### src/rtl/mc_controller_if.sv
// Control bundle between the multi-cycle controller and the IFU/datapath.
// The master side is the controller; the slave side is the IFU/datapath (or a bench).
interface mc_controller_if #(
  parameter int CNT_W = 32
);
  logic [5:0]       op;
  logic [5:0]       funct;
  logic             zero;
  logic             IntReq;
  logic             PCWr;
  logic             IRWr;
  logic [2:0]       NPCSel;
  logic             RegWr;
  logic [1:0]       RegDst;
  logic [1:0]       WDSel;
  logic             ALUSrc;
  logic             ExtOp;
  logic [2:0]       ALUOp;
  logic             MemWr;
  logic             EPCWr;
  logic [3:0]       state;
  logic [CNT_W-1:0] instret;

  modport master (
    input  op, funct, zero, IntReq,
    output PCWr, IRWr, NPCSel, RegWr, RegDst, WDSel, ALUSrc, ExtOp, ALUOp,
           MemWr, EPCWr, state, instret
  );

  modport slave (
    output op, funct, zero, IntReq,
    input  PCWr, IRWr, NPCSel, RegWr, RegDst, WDSel, ALUSrc, ExtOp, ALUOp,
           MemWr, EPCWr, state, instret
  );
endinterface

### src/rtl/mc_controller.sv
// Multi-cycle MIPS-subset control FSM with retired-instruction counter.
// Optional interrupt entry state enabled by defining MC_CTRL_INT_EN.
module mc_controller #(
  parameter int CNT_W = 32
) (
  input  logic          clk,
  input  logic          reset,
  mc_controller_if.master bus
);
  typedef enum logic [3:0] {
    S_FETCH  = 4'd0,
    S_DECODE = 4'd1,
    S_EXEC   = 4'd2,
    S_MEM_RD = 4'd3,
    S_MEM_WR = 4'd4,
    S_WB_ALU = 4'd5,
    S_WB_MEM = 4'd6,
    S_BRANCH = 4'd7,
    S_JUMP   = 4'd8,
    S_INT    = 4'd9
  } state_t;

  localparam logic [CNT_W-1:0] CNT_ONE = {{(CNT_W-1){1'b0}}, 1'b1};

  state_t           state_r, next_state_s, retire_next_s;
  logic [CNT_W-1:0] instret_r;
  logic             retire_s;

  logic is_r_s, is_addu_s, is_subu_s, is_jr_s, is_ori_s, is_lui_s;
  logic is_lw_s, is_sw_s, is_beq_s, is_j_s, is_jal_s, is_alu_class_s, is_jump_s;

  logic [2:0] alu_op_s;
  logic       alu_src_s, ext_op_s;

  logic       pc_wr_s, ir_wr_s, reg_wr_s, mem_wr_s, epc_wr_s;
  logic [2:0] npc_sel_s, alu_op_out_s;
  logic [1:0] reg_dst_s, wd_sel_s;
  logic       alu_src_out_s, ext_op_out_s;

  // Instruction class decode from the stored opcode/funct fields
  always_comb begin
    is_r_s         = (bus.op == 6'b000000);
    is_addu_s      = is_r_s && (bus.funct == 6'b100001);
    is_subu_s      = is_r_s && (bus.funct == 6'b100011);
    is_jr_s        = is_r_s && (bus.funct == 6'b001000);
    is_ori_s       = (bus.op == 6'b001101);
    is_lui_s       = (bus.op == 6'b001111);
    is_lw_s        = (bus.op == 6'b100011);
    is_sw_s        = (bus.op == 6'b101011);
    is_beq_s       = (bus.op == 6'b000100);
    is_j_s         = (bus.op == 6'b000010);
    is_jal_s       = (bus.op == 6'b000011);
    is_alu_class_s = is_addu_s | is_subu_s | is_ori_s | is_lui_s | is_lw_s | is_sw_s;
    is_jump_s      = is_j_s | is_jal_s | is_jr_s;
  end

  // ALU setup shared by EXEC and the states that hold EXEC's controls
  always_comb begin
    alu_op_s  = 3'd0;
    alu_src_s = 1'b0;
    ext_op_s  = 1'b0;
    if (is_subu_s) begin
      alu_op_s = 3'd1;
    end else if (is_ori_s) begin
      alu_op_s  = 3'd2;
      alu_src_s = 1'b1;
    end else if (is_lui_s) begin
      alu_op_s  = 3'd3;
      alu_src_s = 1'b1;
    end else if (is_lw_s || is_sw_s) begin
      alu_src_s = 1'b1;
      ext_op_s  = 1'b1;
    end else begin
      alu_op_s = 3'd0;
    end
  end

`ifdef MC_CTRL_INT_EN
  assign retire_next_s = bus.IntReq ? S_INT : S_FETCH;
`else
  logic int_req_unused_s;
  assign int_req_unused_s = bus.IntReq;
  assign retire_next_s    = S_FETCH;
`endif

  // Moore output decode and next-state selection
  always_comb begin
    next_state_s  = S_FETCH;
    retire_s      = 1'b0;
    pc_wr_s       = 1'b0;
    ir_wr_s       = 1'b0;
    npc_sel_s     = 3'd0;
    reg_wr_s      = 1'b0;
    reg_dst_s     = 2'd0;
    wd_sel_s      = 2'd0;
    alu_src_out_s = 1'b0;
    ext_op_out_s  = 1'b0;
    alu_op_out_s  = 3'd0;
    mem_wr_s      = 1'b0;
    epc_wr_s      = 1'b0;
    case (state_r)
      S_FETCH: begin
        pc_wr_s      = 1'b1;
        ir_wr_s      = 1'b1;
        next_state_s = S_DECODE;
      end
      S_DECODE: begin
        if (is_alu_class_s) begin
          next_state_s = S_EXEC;
        end else if (is_beq_s) begin
          next_state_s = S_BRANCH;
        end else if (is_jump_s) begin
          next_state_s = S_JUMP;
        end else begin
          // unsupported encodings retire as a nop
          retire_s     = 1'b1;
          next_state_s = retire_next_s;
        end
      end
      S_EXEC: begin
        alu_op_out_s  = alu_op_s;
        alu_src_out_s = alu_src_s;
        ext_op_out_s  = ext_op_s;
        if (is_lw_s) begin
          next_state_s = S_MEM_RD;
        end else if (is_sw_s) begin
          next_state_s = S_MEM_WR;
        end else begin
          next_state_s = S_WB_ALU;
        end
      end
      S_MEM_RD: begin
        alu_op_out_s  = alu_op_s;
        alu_src_out_s = alu_src_s;
        ext_op_out_s  = ext_op_s;
        next_state_s  = S_WB_MEM;
      end
      S_MEM_WR: begin
        mem_wr_s      = 1'b1;
        alu_op_out_s  = alu_op_s;
        alu_src_out_s = alu_src_s;
        ext_op_out_s  = ext_op_s;
        retire_s      = 1'b1;
        next_state_s  = retire_next_s;
      end
      S_WB_ALU: begin
        reg_wr_s      = 1'b1;
        reg_dst_s     = is_r_s ? 2'd1 : 2'd0;
        alu_op_out_s  = alu_op_s;
        alu_src_out_s = alu_src_s;
        ext_op_out_s  = ext_op_s;
        retire_s      = 1'b1;
        next_state_s  = retire_next_s;
      end
      S_WB_MEM: begin
        reg_wr_s     = 1'b1;
        wd_sel_s     = 2'd1;
        retire_s     = 1'b1;
        next_state_s = retire_next_s;
      end
      S_BRANCH: begin
        alu_op_out_s = 3'd1;
        ext_op_out_s = 1'b1;
        npc_sel_s    = 3'd3;
        pc_wr_s      = bus.zero;
        retire_s     = 1'b1;
        next_state_s = retire_next_s;
      end
      S_JUMP: begin
        pc_wr_s = 1'b1;
        if (is_jal_s) begin
          npc_sel_s = 3'd2;
          reg_wr_s  = 1'b1;
          reg_dst_s = 2'd2;
          wd_sel_s  = 2'd2;
        end else if (is_jr_s) begin
          npc_sel_s = 3'd1;
        end else begin
          npc_sel_s = 3'd2;
        end
        retire_s     = 1'b1;
        next_state_s = retire_next_s;
      end
`ifdef MC_CTRL_INT_EN
      S_INT: begin
        pc_wr_s      = 1'b1;
        npc_sel_s    = 3'd4;
        epc_wr_s     = 1'b1;
        next_state_s = S_FETCH;
      end
`endif
      default: begin
        next_state_s = S_FETCH;
      end
    endcase
  end

  // State register and retired-instruction counter
  always_ff @(posedge clk) begin
    if (reset) begin
      state_r   <= S_FETCH;
      instret_r <= {CNT_W{1'b0}};
    end else begin
      state_r <= next_state_s;
      if (retire_s) begin
        instret_r <= instret_r + CNT_ONE;
      end else begin
        instret_r <= instret_r;
      end
    end
  end

  // Reset holds every write enable low so an abandoned instruction writes nothing
  assign bus.PCWr    = reset ? 1'b0 : pc_wr_s;
  assign bus.IRWr    = reset ? 1'b0 : ir_wr_s;
  assign bus.NPCSel  = reset ? 3'd0 : npc_sel_s;
  assign bus.RegWr   = reset ? 1'b0 : reg_wr_s;
  assign bus.MemWr   = reset ? 1'b0 : mem_wr_s;
  assign bus.EPCWr   = reset ? 1'b0 : epc_wr_s;
  assign bus.RegDst  = reg_dst_s;
  assign bus.WDSel   = wd_sel_s;
  assign bus.ALUSrc  = alu_src_out_s;
  assign bus.ExtOp   = ext_op_out_s;
  assign bus.ALUOp   = alu_op_out_s;
  assign bus.state   = state_r;
  assign bus.instret = instret_r;
endmodule

### src/flat_wrapper.sv
// flat-port wrapper written by rule: the top's interface ports become plain ports
module mc_controller_flat 
#(
  parameter int CNT_W = 32
)
  (clk, reset, bus_op, bus_funct, bus_zero, bus_IntReq, bus_PCWr, bus_IRWr, bus_NPCSel, bus_RegWr, bus_RegDst, bus_WDSel, bus_ALUSrc, bus_ExtOp, bus_ALUOp, bus_MemWr, bus_EPCWr, bus_state, bus_instret);
  mc_controller_if #(.CNT_W(CNT_W)) bus_i ();
  input  logic clk;
  input  logic reset;
  input wire logic [$bits(bus_i.op)-1:0] bus_op;
  input wire logic [$bits(bus_i.funct)-1:0] bus_funct;
  input wire logic [$bits(bus_i.zero)-1:0] bus_zero;
  input wire logic [$bits(bus_i.IntReq)-1:0] bus_IntReq;
  output wire logic [$bits(bus_i.PCWr)-1:0] bus_PCWr;
  output wire logic [$bits(bus_i.IRWr)-1:0] bus_IRWr;
  output wire logic [$bits(bus_i.NPCSel)-1:0] bus_NPCSel;
  output wire logic [$bits(bus_i.RegWr)-1:0] bus_RegWr;
  output wire logic [$bits(bus_i.RegDst)-1:0] bus_RegDst;
  output wire logic [$bits(bus_i.WDSel)-1:0] bus_WDSel;
  output wire logic [$bits(bus_i.ALUSrc)-1:0] bus_ALUSrc;
  output wire logic [$bits(bus_i.ExtOp)-1:0] bus_ExtOp;
  output wire logic [$bits(bus_i.ALUOp)-1:0] bus_ALUOp;
  output wire logic [$bits(bus_i.MemWr)-1:0] bus_MemWr;
  output wire logic [$bits(bus_i.EPCWr)-1:0] bus_EPCWr;
  output wire logic [$bits(bus_i.state)-1:0] bus_state;
  output wire logic [$bits(bus_i.instret)-1:0] bus_instret;
  assign bus_i.op = bus_op;
  assign bus_i.funct = bus_funct;
  assign bus_i.zero = bus_zero;
  assign bus_i.IntReq = bus_IntReq;
  assign bus_PCWr = bus_i.PCWr;
  assign bus_IRWr = bus_i.IRWr;
  assign bus_NPCSel = bus_i.NPCSel;
  assign bus_RegWr = bus_i.RegWr;
  assign bus_RegDst = bus_i.RegDst;
  assign bus_WDSel = bus_i.WDSel;
  assign bus_ALUSrc = bus_i.ALUSrc;
  assign bus_ExtOp = bus_i.ExtOp;
  assign bus_ALUOp = bus_i.ALUOp;
  assign bus_MemWr = bus_i.MemWr;
  assign bus_EPCWr = bus_i.EPCWr;
  assign bus_state = bus_i.state;
  assign bus_instret = bus_i.instret;
  mc_controller #(.CNT_W(CNT_W)) u_core (.clk(clk), .reset(reset), .bus(bus_i));
endmodule
### config.mk
export PLATFORM = sky130hd
export DESIGN_NAME = mc_controller_flat
export DESIGN_NICKNAME = d
export VERILOG_FILES = /design/src/rtl/mc_controller_if.sv /design/src/rtl/mc_controller.sv /design/src/flat_wrapper.sv
export SDC_FILE = /design/constraint.sdc
export NUM_CORES = 1
export LEC_CHECK = 0
export CAP_MARGIN = 0
export CORE_MARGIN = 4
export CORE_UTILIZATION = 50
export CTS_CLUSTER_DIAMETER = 120
export DETAILED_ROUTE_END_ITERATION = 10
export PLACE_DENSITY = 0.94
export SKIP_CTS_REPAIR_TIMING = 1
export SLEW_MARGIN = 5
export SYNTH_ARGS = -nofsm -noshare
export SYNTH_HDL_FRONTEND = slang
export SYNTH_SLANG_ARGS = --single-unit
### constraint.sdc
create_clock -name clk -period 5.14 [get_ports clk]
set_input_delay 1.028 -clock clk [delete_from_list [all_inputs] [get_ports clk]]
set_output_delay 1.028 -clock clk [all_outputs]
set_load 0.03 [all_outputs]
==> flow_summary.toml, run 1 <==
[routing]
vias = 2228
ant_nets = 0
viasPerCell = 6.01
avgRoutedWirePerCell_um = 14.3
initialDrtViolationCount = 140
drcViolationCount = 0
totalWireLength_mm = 5.29
drtPass1Iterations = 5

[run]
maxCapViolCount = 0

[floorplanning]
core_um2 = 4090
row_count = 23
die_area_um2 = 5440
start_util_pct = 52.9
die_w_um = 73.7
num_io_pins = 69
die_h_um = 73.7

[grt]
grt_use_total_pct = 20.0
grt_pass1_wl_mm = 8.76
antenna_found_initial = 0
grt.overflow.total = 0
grt_max_degree = 38
first_global_vias = 2049

[yosys]
ys_types = 55
ys_ff_latch = 36
synth_warnings = 0
ys.flop_type = "dfxtp_1"
async_flop_share_pct = 0
synth.avg_cell_area_um2 = 8.18
synth_area_um2 = 2160
synth_enable_flop_cells = 0
netlist_instances = 264
seq_area_frac_synth_pct = 33.4

[finish]
area_growth_pct = 32.4
drive_above_1_share_pct = 6.23
layoutNonFillerInstCount = 371
design_area_um2 = 2860
diodes = 0
nNetsFinal = 337

[clock_tree]
htreeDepth = 2
worstSkewPairLatency_ns = 0.29
cts_tree = "built"
root_buffer = "clkbuf_8"
cts.path.max_buffers = 2
clkSlewWorstSetupHoldPaths_ns = 0.07
clkSinkCount = 36
cts_made_buffers = 5

[timing]
drv_slew = 0
fmax_mhz = 207
skew_ns = 0.0105
min_period_ns = 4.83
min_period_over_period_pct = 94.0
hold_viol = 0
setup_viol = 0
worst_pin_slew_ns = 0.828
timing.slew.headroom_pct = 44.3
rsz0062_at_grt = "false"
holdWs_ns = 0.493
finalSetupTns_ns = 0

[critical_path]
cp-start-kind = "input port"
cp.arrival_ns = 3.80
end_kind = "output port"
crit_chain = "clkdlybuf4s50_1 -> nor4_1 -> and3_1 -> o2bb2ai_1 -> o211a_1 -> a31oi_1 -> nor2_1 -> clkdlybuf4s50_1"
worstPathRequired_ns = 4.11
cp_common_cell = "clkdlybuf4s50_1"
slowest_stage = "nor4_1"
reg2reg_from = "u_core.bus.state[2]"
critPathKind = "in -> out"
critPathMaxStageDelay_ns = 0.75
cp_max_fo = 6
crit_start = "bus_op[0]"

[placement]
place_inst = 363
routabilityCongestion = 0.893
postPlaceCellArea_um2 = 2750
port_buffers = 64
hpwl_mm = 3.81

[worst_hold_path]
hold_start = "u_core.bus.instret[21]"
hold_path_class = "reg -> reg"

[status]
outcome = "completed"

[pwr]
p_per_area_nw_per_um2 = 205
peakVddDrop_mv = 0.109
leakagePower_nw = 0.931
## registers in the layout (all words and copies together) (netlist names)
name and cells:
u_core.bus.instret 32, u_core.bus.state 4
## layout make-up
| cell class | instances | area [um^2] |
|---|---|---|
| sequential | 36 | 721 |
| tap | 50 | 62.6 |
| clock buffer | 6 | 72.6 |
| fill | 336 | 1220 |
| multi-input combinational | 200 | 1280 |
| clock inverter | 2 | 35.0 |
| inverter | 12 | 45.0 |
| timing repair buffer | 65 | 648 |
## layout by cell type, fill, tap and decap left out, types with 4 or more instances in the layout
| master | synthesis | layout |
|---|---|---|
| a21oi_1 | 33 | 33 |
| and2_1 | 4 | 4 |
| and3_1 | 4 | 4 |
| clkbuf_8 | 0 | 5 |
| clkdlybuf4s50_1 | 0 | 64 |
| dfxtp_1 | 36 | 36 |
| inv_1 | 11 | 11 |
| nand2_1 | 13 | 13 |
| nand3_1 | 12 | 12 |
| nand4_1 | 4 | 4 |
| nor2_1 | 20 | 20 |
| nor3_1 | 6 | 6 |
| o21ai_0 | 13 | 13 |
| o31ai_1 | 12 | 12 |
| o41ai_1 | 4 | 4 |
| or3_1 | 13 | 13 |
| or4_1 | 9 | 9 |
| xnor2_1 | 5 | 5 |
## report_power, final
part	internal (mW)	total, mW	switching (mW)	leakage [nW]
combinational	0.0271	0.0600	0.0329	0.585
clock	0.144	0.240	0.0965	0.0552
sequential	0.282	0.287	0.00566	0.290
## Yosys cell counts, drive strengths merged (3+ instances only)
master,instances,area share (%)
or4,9,3.1
a31oi,3,0.87
buf,12,4.5
inv,12,2.1
nor4b,3,1.9
nor2b,3,0.87
o21ai,14,3.2
or3,16,5.2
nor2,20,3.5
nor4,3,0.87
dfxtp,36,33
and3,4,1.2
nor3,7,2.1
o41ai,4,1.6
nand2,13,2.3
and2,4,1.2
a21oi,33,7.6
nand4,6,2.7
xnor2,5,2.0
clkbuf,5,0.87
nand3,12,2.8
o31ai,12,4.2
## through the flow
stage	util (%)	setup slack, ns	total power [mW]
2_1_floorplan	-	1.56	0.330
3_3_place_gp	67.4	0.486	0.352
3_5_place_dp	67.4	0.413	0.353
4_1_cts	70.0	0.371	0.592
5_1_grt	70.0	0.196	0.609
6_report	70.0	0.310	0.588
## path summary, 6_finish.rpt
| kind | to | slack (ns) | cells past startpoint |
|---|---|---|---|
| setup reg to reg | u_core.bus.instret[26] | 2.44 | 6 |
| hold / removal | u_core.bus.instret[21] | 0.49 | 2 |
| hold reg to reg | u_core.bus.instret[21] | 0.49 | 2 |
| setup / recovery | bus_ALUOp[0] | 0.31 | 8 |
## critical path, delay by kind of cell
family	cells	cell delay, ns
buffers and inverters	2	1.17
and+or+nand+nor	3	1.24
AOI/OAI and AO/OA	3	0.36
## cells by family (layout without fill, tap and decap cells)
logic type / after synthesis / after routing / share of synthesized area, %
compound gates: 75 / 75 / 21.3
other cells: 1 / 3 / 0.174
simple gates: 114 / 114 / 33.9
flops: 36 / 36 / 33.4
mux: 1 / 1 / 0.463
fa+ha+maj: 1 / 1 / 0.579
buf+inv: 30 / 85 / 7.87
xor+xnor: 6 / 6 / 2.43
## per-layer routing
layer  share of wire (%)  GRT usage, %
met4                 2.1          9.46
met3                 6.7          3.69
met2                  49          34.1
met1                  43          24.0
met5                   0             0
Power figures use the tool's default switching activity.
==> run 2, diff against run 1 <==
- CAP_MARGIN: 0 -> default
==> results of run 2 <==
Same layout as run 1: the final DEF is identical, and so are final timing and power.
